**config.mk**
```make
export PLATFORM = sky130hd
export DESIGN_NAME = branch_ctrl
export DESIGN_NICKNAME = d
export VERILOG_FILES = /design/src/rtl/branch_ctrl.sv
export SDC_FILE = /design/constraint.sdc
export NUM_CORES = 1
export LEC_CHECK = 0
export BUFFER_PORTS_ARGS = -buffer_cell sky130_fd_sc_hd__buf_2
export CORE_MARGIN = 1.5
export CORE_UTILIZATION = 25
export DETAILED_ROUTE_END_ITERATION = 16
export HOLD_SLACK_MARGIN = 0.06
export SYNTH_ARGS = -nofsm -noshare
export SYNTH_HDL_FRONTEND = slang
export SYNTH_SLANG_ARGS = --single-unit
```
**constraint.sdc**
```tcl
create_clock -name Clk -period 1.77 [get_ports Clk]
set_input_delay 0.0885 -clock Clk [delete_from_list [all_inputs] [get_ports Clk]]
set_output_delay 0.0885 -clock Clk [all_outputs]
set_load 0.01 [all_outputs]
```
**src/rtl/branch_ctrl.sv**
```systemverilog
// branch_ctrl
//   Branch-control unit sitting between the decoder/ALU and the program
//   counter. It holds three branch-target registers (BR0..BR2), each
//   loaded atomically by a low write followed by a high write. It also
//   keeps the ALU zero flag from a compare until the branch that uses it.
//   Jump outputs are combinational from the current inputs and registers,
//   so a branch resolves in the same cycle it is decoded.
//
// Ports
//   Clk       clock, all state changes on the rising edge
//   Reset     synchronous active-high reset, clears all state
//   BrSel     branch register select (0..2 valid, 3 illegal)
//   WrLo      stage WrData[7:0] as the low part of target BrSel
//   WrHi      write WrData[L-9:0] as the high part and commit the target
//   WrData    narrow write data
//   ZeroIn    ALU zero result
//   FlagWe    compare instruction, latch ZeroIn into the flag
//   JeReq     decoder has a je instruction
//   JneReq    decoder has a jne instruction
//   JmpEq     je request qualified for the PC
//   JmpNe     jne request qualified for the PC
//   Zero      registered zero flag
//   DestAddr  contents of BR[BrSel], zero when BrSel is 3
//   LoadBusy  a low part is staged and waiting for its high part
//   BrErr     one-cycle pulse after any illegal event
module branch_ctrl #(
  parameter int L = 10
) (
  input  logic         Clk,
  input  logic         Reset,
  input  logic [1:0]   BrSel,
  input  logic         WrLo,
  input  logic         WrHi,
  input  logic [7:0]   WrData,
  input  logic         ZeroIn,
  input  logic         FlagWe,
  input  logic         JeReq,
  input  logic         JneReq,
  output logic         JmpEq,
  output logic         JmpNe,
  output logic         Zero,
  output logic [L-1:0] DestAddr,
  output logic         LoadBusy,
  output logic         BrErr
);

  typedef enum logic {
    IDLE,
    LO_HELD
  } load_state_t;

  load_state_t state;
  load_state_t state_next;

  logic [L-1:0] br0;
  logic [L-1:0] br1;
  logic [L-1:0] br2;
  logic [7:0]   st_lo;
  logic [1:0]   st_sel;
  logic         z;
  logic         br_err;

  logic         sel_valid;
  logic         write_bad;
  logic         req_bad;
  logic         capture;
  logic         commit;
  logic         seq_err;
  logic         illegal;
  logic [L-1:0] commit_value;

  // Malformed writes (both strobes, or a write to select 3) never touch
  // state, so they are filtered out before the load FSM sees them.
  assign sel_valid = (BrSel != 2'd3);
  assign write_bad = (WrLo & WrHi) | ((WrLo | WrHi) & ~sel_valid);
  assign req_bad   = (JeReq & JneReq) | ((JeReq | JneReq) & ~sel_valid);

  // Full target assembled from the new high part and the staged low part.
  assign commit_value = {WrData[L-9:0], st_lo};

  // Load FSM next-state logic. A high write is only meaningful while a
  // low part for the same register is staged; every other high write is
  // a sequencing error. A mismatched high write abandons the staged value
  // so a target can never end up half-updated.
  always_comb begin
    state_next = state;
    capture    = 1'b0;
    commit     = 1'b0;
    seq_err    = 1'b0;
    if (!write_bad) begin
      unique case (state)
        IDLE: begin
          if (WrLo) begin
            capture    = 1'b1;
            state_next = LO_HELD;
          end else if (WrHi) begin
            seq_err = 1'b1;
          end
        end
        LO_HELD: begin
          if (WrLo) begin
            capture = 1'b1;
          end else if (WrHi) begin
            state_next = IDLE;
            if (BrSel == st_sel) begin
              commit = 1'b1;
            end else begin
              seq_err = 1'b1;
            end
          end
        end
        default: state_next = IDLE;
      endcase
    end
  end

  // Several illegal events in one cycle collapse into a single pulse.
  assign illegal = write_bad | req_bad | seq_err;

  // State register, staging registers, branch targets, flag and error pulse.
  always_ff @(posedge Clk) begin
    if (Reset) begin
      state  <= IDLE;
      br0    <= '0;
      br1    <= '0;
      br2    <= '0;
      st_lo  <= '0;
      st_sel <= '0;
      z      <= 1'b0;
      br_err <= 1'b0;
    end else begin
      state  <= state_next;
      br_err <= illegal;
      if (capture) begin
        st_lo  <= WrData;
        st_sel <= BrSel;
      end
      if (commit) begin
        unique case (st_sel)
          2'd0:    br0 <= commit_value;
          2'd1:    br1 <= commit_value;
          2'd2:    br2 <= commit_value;
          default: ;
        endcase
      end
      if (FlagWe) begin
        z <= ZeroIn;
      end
    end
  end

  // Target lookup reads only committed registers, so a commit and a jump
  // to the same register in one cycle still see the old target.
  always_comb begin
    unique case (BrSel)
      2'd0:    DestAddr = br0;
      2'd1:    DestAddr = br1;
      2'd2:    DestAddr = br2;
      default: DestAddr = '0;
    endcase
  end

  assign JmpEq    = JeReq & ~JneReq & sel_valid;
  assign JmpNe    = JneReq & ~JeReq & sel_valid;
  assign Zero     = z;
  assign LoadBusy = (state == LO_HELD);
  assign BrErr    = br_err;

endmodule

```
==> flow_metrics.py <==
metrics = {
    "cts": {
        "htree_levels": 2,
        "postCtsSetupBuffers": 0,
        "cts_resized": 0,
        "cts_sinks": 43,
        "numCtsBuffers": 5,
        "cts_root_buf": "clkbuf_8",
        "cts.path.max_buffers": 2,
        "insertion_delay_ns": 0.30,
        "cts_tree": "done",
        "clkSlewWorstSetupHoldPaths_ns": 0.07,
    },
    "timing": {
        "fin_crit_ns": 1.423,
        "grt_setup_unrepaired": "false",
        "finalHoldViolCount": 0,
        "max_freq_ghz": 0.7027,
        "max_slew_margin": 0.6733,
        "worst_slew_pin_slew_ns": 0.4900,
        "finalCritPeriodShare": 0.8040,
        "fin_skew_ns": 0.006564,
        "drv_slew": 0,
        "tns_ns": 0,
        "setup_viol": 0,
    },
    "synthesis": {
        "syn_inst": 245,
        "synthesis.nets": 263,
        "postSynth.asyncResetShare": 0,
        "synth.largest_area_cell": "dfxtp_1",
        "ys.flop_type": "dfxtp_1",
        "synthTopCellsByCount": "43 x dfxtp_1, 32 x a21oi_1, 32 x o21ai_0",
        "syn_avg_cell_area_um2": 8.687,
        "ys_types": 35,
        "syn_area_mm2": 0.002128,
        "ys_ff_latch": 43,
        "synth_edf_count": 0,
        "yosysMostFrequentCell": "dfxtp_1",
        "synth_top_area_share": 0.4045,
        "yosysWarnings": 0,
        "synth.area.top_cells": "dfxtp_1 40%, mux2i_1 9.9%, a21oi_1 7.5%",
        "synth-seq-area-share": 0.4045,
    },
    "place": {
        "hpwl_mm": 3.734,
        "place_inst": 369,
        "port_buffers": 32,
        "gp_congestion": 0.8579,
    },
    "finish": {
        "areaGrowthSynthToFinish_pct": 20.75,
        "fill_cells": 832,
        "diodes": 0,
        "drive_above_1_share": 0.2007,
        "nets": 296,
        "fin_cells": 384,
    },
    "global_route": {
        "gr-total-overflow": 0,
        "grt_pass1_vias": 1699,
        "grt_usage": 0.1237,
        "grt_pass1_wl_mm": 8.687,
        "grt_start_max_net_pins": 54,
        "antenna_found_initial": 0,
    },
    "routing": {
        "viasPerCell": 4.927,
        "drc_errors": 0,
        "wl_per_cell_um": 13.74,
        "vias": 1892,
        "wl_mm": 5.278,
        "dr.first_iter.drc_count": 150,
        "ant_nets": 0,
        "drt_first_pass_iters": 4,
    },
    "flow_run": {
        "timing.max_cap.violations": 0,
    },
    "die": {
        "coreArea_mm2": 0.008217,
        "initial_core_util": 0.2590,
        "die_x_um": 95.27,
        "chipHeight_um": 95.27,
        "rows": 33,
        "pin_count": 33,
        "dieArea_mm2": 0.009075,
    },
    "pwr": {
        "p_int_uw": 1629,
        "pwr-share-seq": 0.477,
        "switching_power_uw": 461.2,
        "vdd_drop_max_v": 0.0004150,
        "pwr-share-comb": 0.092,
        "clock_power_share": 0.431,
        "cellLeakagePower_uw": 0.0009652,
        "p_per_area_mw_per_mm2": 813.3,
        "total_power_uw": 2090,
        "swShare": 0.2207,
    },
    "run_status": {
        "outcome": "finished clean",
    },
    "critical_path": {
        "start_kind": "register",
        "crit_fanout": 10,
        "cp.required_ns": 1.93,
        "critPathArrivalTime_ns": 1.58,
        "ff2ff_path_depth": 3,
        "critPathCaptureType": "register",
        "critPathKind": "register to register",
    },
    "worst_hold_path": {
        "hp-class": "primary input to register",
        "holdPathStages": 3,
    },
}
metal layers:
layer  GRT usage  vias to the layer above  wire length (µm)
li1            -                      947                 -
met1      0.1682                      877              2424
met2      0.1868                       55              2465
met3     0.02632                       13               242
met4     0.05473                        0               146
met5           0                        -                 0
final cells by class:
type | count | area, µm² | share of cell area
Multi-Input combinational cell | 178 | 1140 | 0.4435
Sequential cell | 43 | 860.8 | 0.3350
Timing Repair Buffer | 48 | 297.8 | 0.1159
Tap cell | 105 | 131.4 | 0.05112
Clock buffer | 6 | 72.57 | 0.02824
Clock inverter | 2 | 60.06 | 0.02337
Inverter | 2 | 7.507 | 0.002921
cells by family (layout without fill, tap and decap cells):
logic type      after synthesis  count (layout)  synth area share
compound gates               80              80            0.2052
buf+inv                      24              58           0.05996
flops                        43              43            0.4045
xor+xnor                      1               1          0.004116
simple gates                 76              76            0.2275
mux                          21              21           0.09876
final timing paths:
check	start	endpoint	slack [ns]
worst max-delay path	st_sel[0]	br2[9]	0.35
worst min register to register	br2[3]	br2[3]	0.48
worst max register to register	st_sel[0]	br2[9]	0.35
worst min-delay path	WrData[7]	st_lo[7]	0.07
layout by cell type (no fill, tap or decap), types with 3 or more instances in the layout:
cell | Yosys | layout
o21ai_0 | 32 | 32
dfxtp_1 | 43 | 43
o22ai_1 | 3 | 3
mux2i_1 | 21 | 21
o21ai_1 | 6 | 6
buf_4 | 5 | 9
nand3b_1 | 10 | 10
dlygate4sd3_1 | 0 | 7
a21oi_1 | 32 | 32
nand2_1 | 10 | 10
buf_2 | 3 | 32
nand3_1 | 10 | 10
clkbuf_8 | 0 | 5
nand2b_1 | 20 | 20
nand4_1 | 10 | 10
flip-flops by register name, summed over array words and instances, names as in the netlist:
| register | count |
|---|---|
| BrErr | 1 |
| LoadBusy | 1 |
| Zero | 1 |
| br0 | 10 |
| br1 | 10 |
| br2 | 10 |
| st_lo | 8 |
| st_sel | 2 |
critical path, cell delays in order, from the launching register on:
cell	delay, ns
dfxtp_1	0.37
nand4bb_1	0.49
o21ai_0	0.34
a21oi_1	0.09
metrics by stage:
stage,utilization,setup slack (ns),hold WS (ns),area (µm²)
finish,0.3128,0.3469,0.06571,2570
global route,0.3128,0.2360,0.09584,2570
CTS,0.3128,0.3525,0.06067,2570
detailed placement,0.2881,0.3687,0.3443,2367
global placement,0.2881,0.4018,0.3400,2367
floorplan,-,0.6653,0.2273,2128
power by group through the flow:
stage	logic [µW]	registers, µW	clock network, µW
global placement	177	1020	0
CTS	191	997	912
global route	211	1000	957
floorplan	119	1020	0
detailed placement	179	1020	0
finish	192	997	901
what timing repair did:
action | CTS | global route
endpoints found under the setup margin | 0 | 0
endpoints found under the hold margin | 6 | 0
hold buffers | 7 | 0
Note: power is estimated with default switching activity, not from simulation.
